## src/rtl/clock_step_controller.sv

```systemverilog
// CPU clock-step controller: free-run divider ticks, single-step pulses and halt/resume.
// Optional button debounce enabled by defining CLOCK_STEP_DEBOUNCE_EN.
//
// state      | meaning
// RUN        | divider running, cpu_en on each divider wrap of the selected tap
// STEP_WAIT  | divider cleared, waiting for a button press
// STEP_PULSE | single cpu_en cycle, then back to STEP_WAIT
// HALTED     | frozen by halt, resumes on a press once halt is low
module clock_step_controller #(
  parameter int DIV_SLOW = 23,
  parameter int DIV_FAST = 13,
  parameter int DEB_BITS = 16
) (
  input  logic        clock,
  input  logic        reset,
  input  logic        modo_passo,
  input  logic        veloc,
  input  logic        botao,
  input  logic        halt,
  output logic        cpu_en,
  output logic [1:0]  estado,
  output logic [15:0] passos
);

  typedef enum logic [1:0] {
    RUN        = 2'b00,
    STEP_WAIT  = 2'b01,
    STEP_PULSE = 2'b10,
    HALTED     = 2'b11
  } state_t;

  // Masks cover the low (tap+1) bits; a tap of 31 wraps the shift to an all-ones mask.
  localparam logic [31:0] MASK_FAST = (32'd1 << (DIV_FAST + 1)) - 32'd1;
  localparam logic [31:0] MASK_SLOW = (32'd1 << (DIV_SLOW + 1)) - 32'd1;

  state_t      r_state;
  logic        r_cpu_en;
  logic [31:0] r_div;
  logic [15:0] r_passos;
  logic        r_sync1;
  logic        r_sync2;
  logic        r_btn_prev;
  logic        w_btn;
  logic        w_press;
  logic [31:0] w_mask;
  logic        w_tap_hit;

  always_ff @(posedge clock) begin
    if (reset) begin
      r_sync1 <= 1'b0;
      r_sync2 <= 1'b0;
    end else begin
      r_sync1 <= botao;
      r_sync2 <= r_sync1;
    end
  end

`ifdef CLOCK_STEP_DEBOUNCE_EN
  logic                r_deb_btn;
  logic [DEB_BITS-1:0] r_deb_cnt;

  // Any return to the current level restarts the window.
  always_ff @(posedge clock) begin
    if (reset) begin
      r_deb_btn <= 1'b0;
      r_deb_cnt <= '0;
    end else if (r_sync2 == r_deb_btn) begin
      r_deb_cnt <= '0;
    end else if (&r_deb_cnt) begin
      r_deb_btn <= r_sync2;
      r_deb_cnt <= '0;
    end else begin
      r_deb_cnt <= r_deb_cnt + 1'b1;
    end
  end

  assign w_btn = r_deb_btn;
`else
  assign w_btn = r_sync2;
`endif

  always_ff @(posedge clock) begin
    if (reset) r_btn_prev <= 1'b0;
    else       r_btn_prev <= w_btn;
  end

  assign w_press   = w_btn & ~r_btn_prev;
  assign w_mask    = veloc ? MASK_FAST : MASK_SLOW;
  assign w_tap_hit = ((r_div & w_mask) == w_mask);

  always_ff @(posedge clock) begin
    if (reset) begin
      r_state  <= STEP_WAIT;
      r_cpu_en <= 1'b0;
      r_div    <= '0;
      r_passos <= '0;
    end else begin
      r_passos <= r_passos + {15'd0, r_cpu_en};
      r_cpu_en <= 1'b0;
      r_div    <= '0;
      case (r_state)
        RUN: begin
          if (halt) begin
            r_state <= HALTED;
          end else if (modo_passo) begin
            r_state <= STEP_WAIT;
          end else begin
            r_div    <= r_div + 32'd1;
            r_cpu_en <= w_tap_hit;
          end
        end
        STEP_WAIT: begin
          if (halt) begin
            r_state <= HALTED;
          end else if (!modo_passo) begin
            r_state <= RUN;
          end else if (w_press) begin
            r_state  <= STEP_PULSE;
            r_cpu_en <= 1'b1;
          end
        end
        STEP_PULSE: begin
          r_state <= halt ? HALTED : STEP_WAIT;
        end
        HALTED: begin
          if (w_press && !halt) r_state <= modo_passo ? STEP_WAIT : RUN;
        end
        default: r_state <= STEP_WAIT;
      endcase
    end
  end

  assign cpu_en = r_cpu_en;
  assign estado = r_state;
  assign passos = r_passos;

endmodule
```

## config.mk

```make
export PLATFORM = sky130hd
export DESIGN_NAME = clock_step_controller
export DESIGN_NICKNAME = d
export VERILOG_FILES = /design/src/rtl/clock_step_controller.sv
export SDC_FILE = /design/constraint.sdc
export NUM_CORES = 1
export LEC_CHECK = 0
export CORE_MARGIN = 2
export CORE_UTILIZATION = 28
export DETAILED_ROUTE_END_ITERATION = 6
export GPL_TIMING_DRIVEN = 0
export PLACE_DENSITY_LB_ADDON = 0.05
export SLEW_MARGIN = 20
export SYNTH_ARGS = -nofsm -noshare
export SYNTH_HDL_FRONTEND = slang
export SYNTH_SLANG_ARGS = --single-unit
```

## constraint.sdc

```tcl
create_clock -name clock -period 1.85 [get_ports clock]
set_input_delay 0.37 -clock clock [delete_from_list [all_inputs] [get_ports clock]]
set_output_delay 0.37 -clock clock [all_outputs]
set_load 0.01 [all_outputs]
```

Word-level counts from Yosys, hierarchy flattened
Index checks and enable logic that the tools add are counted.

cells by class
  bitwise operators = 4
  mux-type cells = 16
  equal/unequal tests = 7
  add/sub/neg operators = 2
  reductions and logical operators = 5

operators by type and width
  kind                                            number
  adder 32 x 1 -> 32 bit (second input constant)  1
  AND 32 x 24 -> 32 bit                           1
  == test 32 x 24 -> 1 bit                        1
  2-to-1 mux 24 bit                               1
  adder 16 x 1 -> 16 bit                          1
  2-to-1 mux 2 bit                                7
  one-hot mux 2 bit (4 select lines)              1
  2-to-1 mux 1 bit                                6
  == test 2 bit (second input constant)           2
  inequality test 4 bit (second input constant)   1
  OR reduction 4 bit                              1
  inequality test 3 bit (second input constant)   1
  AND reduction 3 bit                             1
  == test 2 x 1 -> 1 bit (second input constant)  1
  zero test 2 bit                                 1
  inequality test 2 bit (second input constant)   1
  NOT 1 bit                                       2
  one-hot mux 1 bit (2 select lines)              1
  AND 1 bit                                       1
  logical AND 1 bit                               1
  zero test 1 bit                                 1

word-level totals
  flip-flop bits (word level) = 54
  output and inout port bits = 19

Longest topological paths before layout
  depth after elaboration = 6
  depth in mapped cells = 6
  mapped depth without buffers = 6

Worst setup path before layout
OpenSTA, ideal clock, no wires.

  path kind = reg-to-reg
  from = register r_state[1] (netlist: estado[1])
  to = register r_cpu_en (netlist: cpu_en)
  path slack = 0.159 ns
  setup time = 0.067 ns
  stages on the path, launching flop included = 6
  data arrival time = 1.624 ns
  cell sequence = dfxtp_1 > or3_1 > or3_1 > clkbuf_1 > or3_1 > o21ai_2

between the ends
  word-level cells in the longest chain between the ends = 2
  elaborated cells on any way between the ends = 3

RTL lines
  item                                                       RTL line  source
  from (decl)                                                36        state_t r_state;
  from (signal assigned)                                     123       r_state <= halt ? HALTED : STEP_WAIT;
  from (signal assigned)                                     126       if (w_press && !halt) r_state <= modo_passo ? STEP_WAIT : RUN;
  == test 2 x 1 -> 1 bit or zero test 2 bit (tied branches)  101       case (r_state)
  one-hot mux 1 bit (2 select lines) *                       101
  to (signal assigned)                                       109       r_cpu_en <= w_tap_hit;
  to (decl)                                                  37        logic r_cpu_en;

Every way passes the cells marked *; elsewhere a longest branch is shown, timed or not.
A chain may end at the register's enable or synchronous reset.

Final worst setup path
  from = register r_div[1]
  to = register r_div[16]

between the ends
  word-level cells in the longest chain between the ends = 1

RTL lines
  item                    RTL line  source
  from (decl)             38        logic [31:0] r_div;
  from (signal assigned)  108       r_div <= r_div + 32'd1;
  adder 32 x 1 -> 32 bit  108

Every way passes these cells.

==> qor.csv <==
metric;value;unit
status;complete, no violations;
buffer levels on the longest clock path;2;
least setup slack across all paths after layout;0.135;ns
startpoint kind of the worst setup timing path;flop;
commonest non-fill, non-tap cells in the layout;44 x sky130_fd_sc_hd__dfxtp_1, 25 x sky130_fd_sc_hd__nor2_1, 22 x sky130_fd_sc_hd__clkdlybuf4s50_1;
io pins;25;
critical path fanouts, max;8;
number of synthesized flops with an enable pin;0;
number of distinct library cell variants in the gate-level netlist after synthesis;31;
ratio of cells with drive above 1 in the final layout;8.49;%
top cell type's share of synthesized area;45.7;%
final setup TNS;0;ns
post-synthesis cell count;229;
post-synthesis cell type with the largest combined area;sky130_fd_sc_hd__dfxtp_1;
number of global-route vias before repair;1581;
crit path kind;flop to flop;
sequence of cells on the critical path;ha_4 > nand3_1 > or4_1 > a21oi_1;
syn_nets;238;
Reg2Reg Capture Point;r_div[16]$_SDFF_PP0_;
Placement Setup Slack;-0.422;ns
Max Clock Skew;0.0213;ns
share of flip-flops with an asynchronous set or reset after synthesis;0;%
final weighted congestion in routability-driven placement;0.695;
die span in y;88.8;um
HPWL after DPL;3100;um
final setup vio count;0;
number of buffers added on ports;24;
complex-gate fraction of the synthesized area;9.62;%
adder-cell share of the synthesized area;2.36;%
Skew-Pair Late Insertion Delay;0.31;ns
Worst Hold End;r_sync2$_SDFF_PP0_;
depth of the worst register-to-register path;4;
largest cells by area after synthesis;sky130_fd_sc_hd__dfxtp_1 46%, sky130_fd_sc_hd__xor2_1 4.8%, sky130_fd_sc_hd__nor2_1 4.7%;
share of the synthesized netlist area taken by xor and xnor gates;8.69;%
max-cap viol count;0;
first-pass GRT wire length;7150;um
First DRT Iteration DRCs;26;
Critical R2R Launch;r_div[1]$_SDFF_PP0_;
sequential fraction of the synthesis area;45.7;%
slowest cell delay on critical path;0.52;ns
number of detailed-route iterations in the first pass;4;
synthesis warning total;0;
largest net degree at the start of global routing;17;
overall power consumption;1.69;mW
slew at the pin closest to its max-slew limit;0.491;ns
crit path max-delay cell type;sky130_fd_sc_hd__dfxtp_1;
via/cell ratio;4.75;
antenna violations before repair;0;
register clock-pin slew on the reported worst setup and hold paths;0.09;ns
number of pins with negative max-slew slack in the final report;0;
DIE AREA;7890;sq um
antenna-violating nets left;0;
GR Util All Layers;11.5;%
synthesized-area fraction occupied by and/or/nand/nor cells;30.4;%
Worst Hold Launch;r_sync1$_SDFF_PP0_;
synthesis-to-layout area growth;24.6;%
Final Cycle Share;92.7;%
final critical path time including I/O delays and setup;1.72;ns
static power due to leakage;0.796;nW
setup repair after global routing missed its margin;yes;
leftover overflow at the end of global routing;0;
sinks on the clock net;46;
share of synthesized area spent on multiplexers;1.12;%
Worst EP arrival;1.94;ns
most common library cell in the layout ignoring fill and taps;sky130_fd_sc_hd__dfxtp_1;
clock tree from TritonCTS;built;
capturing element type of the critical path;flop;
Final Hold Vio Count;0;
required time of the critical path;2.08;ns
Worst slew margin;67.2;%
Core Box Area;6870;sq um
mean cell area of the mapped netlist;8.80;sq um
detailed-route wire length;4360;um
DRC Markers;0;
number of CTS-inserted buffers;5;
Fmax achieved;0.583;GHz
antenna cell count;0;
count of H-tree levels built during CTS;2;
number of cells on the worst hold path;1;
number of synthesized register bits;46;
buffers inserted during post-CTS setup optimization;0;
Cell Area, Synth;2020;sq um
prevailing post-synth register cell;sky130_fd_sc_hd__dfxtp_1;
Initial Utilization;29.3;%
main combinational cell family by area after synthesis;simple AND/OR/NAND/NOR gates;
Root Buffer;sky130_fd_sc_hd__clkbuf_8;
R2R Setup Slk;0.13;ns
origin of the worst setup path;r_div[1]$_SDFF_PP0_;
Chip Width;88.8;um
Tightest Hold Check Type;flop to flop;
Wirelength per Cell;12.3;um
post-layout net count;267;
number of rows created at floorplan;30;
via count;1687;
maximum vdd ir drop;0.374;mV
power density relative to cell area;672;nW/um^2
[layer usage]
layer,GRT usage (%),up-vias,part of all wire (%)
met3,2.89,2,3.6
li1,-,876,-
met5,0,-,0
met2,20.0,24,47
met4,2.48,0,0.39
met1,14.3,785,49
[registers in the layout, summed over array words and instances (netlist names)]
register	cells
r_div	24
passos	16
estado	2
cpu_en	1
r_btn_prev	1
r_sync1	1
r_sync2	1
[what timing repair did]
item                       in CTS  in global routing
pin swaps                       0                  0
hold buffers                    0                  0
resized for setup               6                  7
setup endpoints to repair      22                  5
[power by group]
group | internal (mW) | switching (mW)
registers | 0.995 | 0.00492
clock network | 0.271 | 0.370
logic | 0.0237 | 0.0216
[Yosys cell counts, types with 2 or more instances]
cell                       count
sky130_fd_sc_hd__xor2_1       11
sky130_fd_sc_hd__and2_1        3
sky130_fd_sc_hd__xnor2_1       9
sky130_fd_sc_hd__clkbuf_1      7
sky130_fd_sc_hd__nand2_1      13
sky130_fd_sc_hd__nor2b_1       8
sky130_fd_sc_hd__nand3_1      13
sky130_fd_sc_hd__or4_1         5
sky130_fd_sc_hd__nor2_1       25
sky130_fd_sc_hd__dfxtp_1      46
sky130_fd_sc_hd__a21oi_1      15
sky130_fd_sc_hd__nor3_1        4
sky130_fd_sc_hd__nor4_1        3
sky130_fd_sc_hd__or3_1        10
sky130_fd_sc_hd__mux2_2        2
sky130_fd_sc_hd__and3_1       10
sky130_fd_sc_hd__inv_1         3
sky130_fd_sc_hd__a21o_1        2
sky130_fd_sc_hd__o31ai_1       5
sky130_fd_sc_hd__ha_1          3
sky130_fd_sc_hd__o21ai_0       7
sky130_fd_sc_hd__and4_1        4
sky130_fd_sc_hd__nand4_1      13
[worst max-delay path, delay by kind of cell (launching register included)]
family                   cells  cell delay (ns)
AND/OR/NAND/NOR              2             0.73
AO/OA/AOI/OAI                1             0.14
adder cells (fa/ha/maj)      1             0.26
flip-flops                   1             0.52
[cells by family (layout without fill, tap and decap cells)]
kind of cell    count (synthesis)  in the layout
simple gates                  113            113
xor+xnor                       20             20
compound gates                 33             33
fa+ha+maj                       4              4
mux                             2              2
buf+inv                        11             41
flops                          46             46
[metrics by stage]
stage	area, sq um	hold slack (ns)	util, %	std cells
final	2510	0.451	36.6	355
after CTS	2470	0.460	36.0	355
after global placement	2380	0.418	34.6	349
after detailed placement	2380	0.437	34.6	349
after floorplan	2020	0.414	-	229
after global routing	2510	0.476	36.6	355
[layout make-up]
type	count	area [sq um]
flip-flops and latches	46	923
well taps	96	120
clock buffers	5	68.8
fillers	734	4360
inverters	3	11.3
clock inverters	3	23.8
plain buffers	6	23.8
repair buffers	24	238
multi-input cells	172	1100
[worst max-delay path by stage]
stage,end,depth (start not counted)
after floorplan,cpu_en$_SDFF_PP0_,5
after global placement,cpu_en$_SDFF_PP0_,6
after detailed placement,cpu_en$_SDFF_PP0_,6
after CTS,r_div[16]$_SDFF_PP0_,4
after global routing,r_div[17]$_SDFF_PP0_,4
final,r_div[16]$_SDFF_PP0_,4
No activity file was read; power rests on OpenSTA's default activity.
==> variant: new RTL, config.mk and constraints unchanged <==
Add a define of `CLOCK_STEP_DEBOUNCE_EN`.
--- a/src/rtl/clock_step_controller.sv
+++ b/src/rtl/clock_step_controller.sv
@@ -8,2 +8,4 @@
 // HALTED     | frozen by halt, resumes on a press once halt is low
+`define CLOCK_STEP_DEBOUNCE_EN
+
 module clock_step_controller #(
Behaviour: not the same (Yosys sat finds a counterexample within 4 cycles, from zero or initial values and one cycle with reset high).
==> variant against the unedited design <==
Worst setup slack lost 0.095 ns; non-clock buffer count increased by 5; core utilization fell by 0.54 points; fmax decreased by 5.3%; sequential cell count is 17 higher; worst hold slack worse by 0.0045 ns; global-route usage rose by 0.52 points; power increased by 51%; count of clock-buffer cells in the layout is 5 higher; sequential power is 37% higher; synthesized area increased by 35%; wire length increased by 30%; cell area is 34% higher; critical path type unchanged.
==> variant: results (changes against the unedited design) <==
status=finished clean; clock buffers=10 (+5); Yosys cell types=39 (+26%); Arrival @ worst endpoint=2.10 ns (+0.16 ns); nets=355 (+33%); first-pass GRT wire length=9.77 mm (+37%); met3 wire length=206 um (+31%); drt first-iter violations=61 (+130%); post-synthesis mux area share=1.20% (+0.081 points); Routed WL=5.67 mm (+30%); met2 WL post-DR=2.64 mm (+28%); placer congestion estimate=0.738 (+6.1%); Clk Latency, worst-skew pair=0.34 ns (+0.03 ns); syn_nets=318 (+34%); sequential cell area=1260 um2 (+37%); Synth Area in XOR/XNOR=11.0% (+2.3 points); top cells by count, synth=dfxtp_1, nor2_1, xnor2_1; average size of a mapped cell=8.81 um2 (+0.10%); seq_cells=63 (+37%); Static Leak=1.09 nW (+37%); sequential area share after synthesis=46.5% (+0.79 points); CTS Buf Count=9 (+4); area occupied by multi-input gates=1410 um2 (+27%); vias in the first global route=2082 (+32%); M3 GR Usage=4.31% (+1.4 points); Clock transition at path regs=0.07 ns (-0.02 ns); multi-input gates=224 (+30%); Syn-to-layout area delta=23.8%; clock skew=0.0106 ns (-0.0107 ns); pin count of the biggest net entering global routing=12 (-5); maximum VDD drop=0.403 mV (+7.7%); Non-CTS inverters=12 (+9)
[variant: where the power goes]
group / switching, mW / internal [mW] / total [mW] / leakage (nW)
Combinational: 0.0254 / 0.0247 / 0.0501 / 0.487
Sequential: 0.00489 / 1.36 / 1.37 / 0.509
Clock: 0.519 / 0.606 / 1.12 / 0.0957
[variant: what timing repair did]
item                                   in CTS  in global routing
gates cloned                                0                  0
endpoints found under the hold margin       0                  0
setup buffers                               2                  5
setup endpoints to repair                  33                 19
pin swaps                                   1                  3
resized for setup                           4                  8
[variant: worst paths after layout]
kind / start / end / slack, ns / depth (start not counted)
worst max-delay path: estado[1]$_SDFFE_PP0P_ / r_div[16]$_SDFF_PP0_ / 0.04 / 4
worst max register to register: estado[1]$_SDFFE_PP0P_ / r_div[16]$_SDFF_PP0_ / 0.04 / 4
worst min-delay path: r_div[0]$_SDFF_PP0_ / r_div[0]$_SDFF_PP0_ / 0.45 / 1
worst min register to register: r_div[0]$_SDFF_PP0_ / r_div[0]$_SDFF_PP0_ / 0.45 / 1
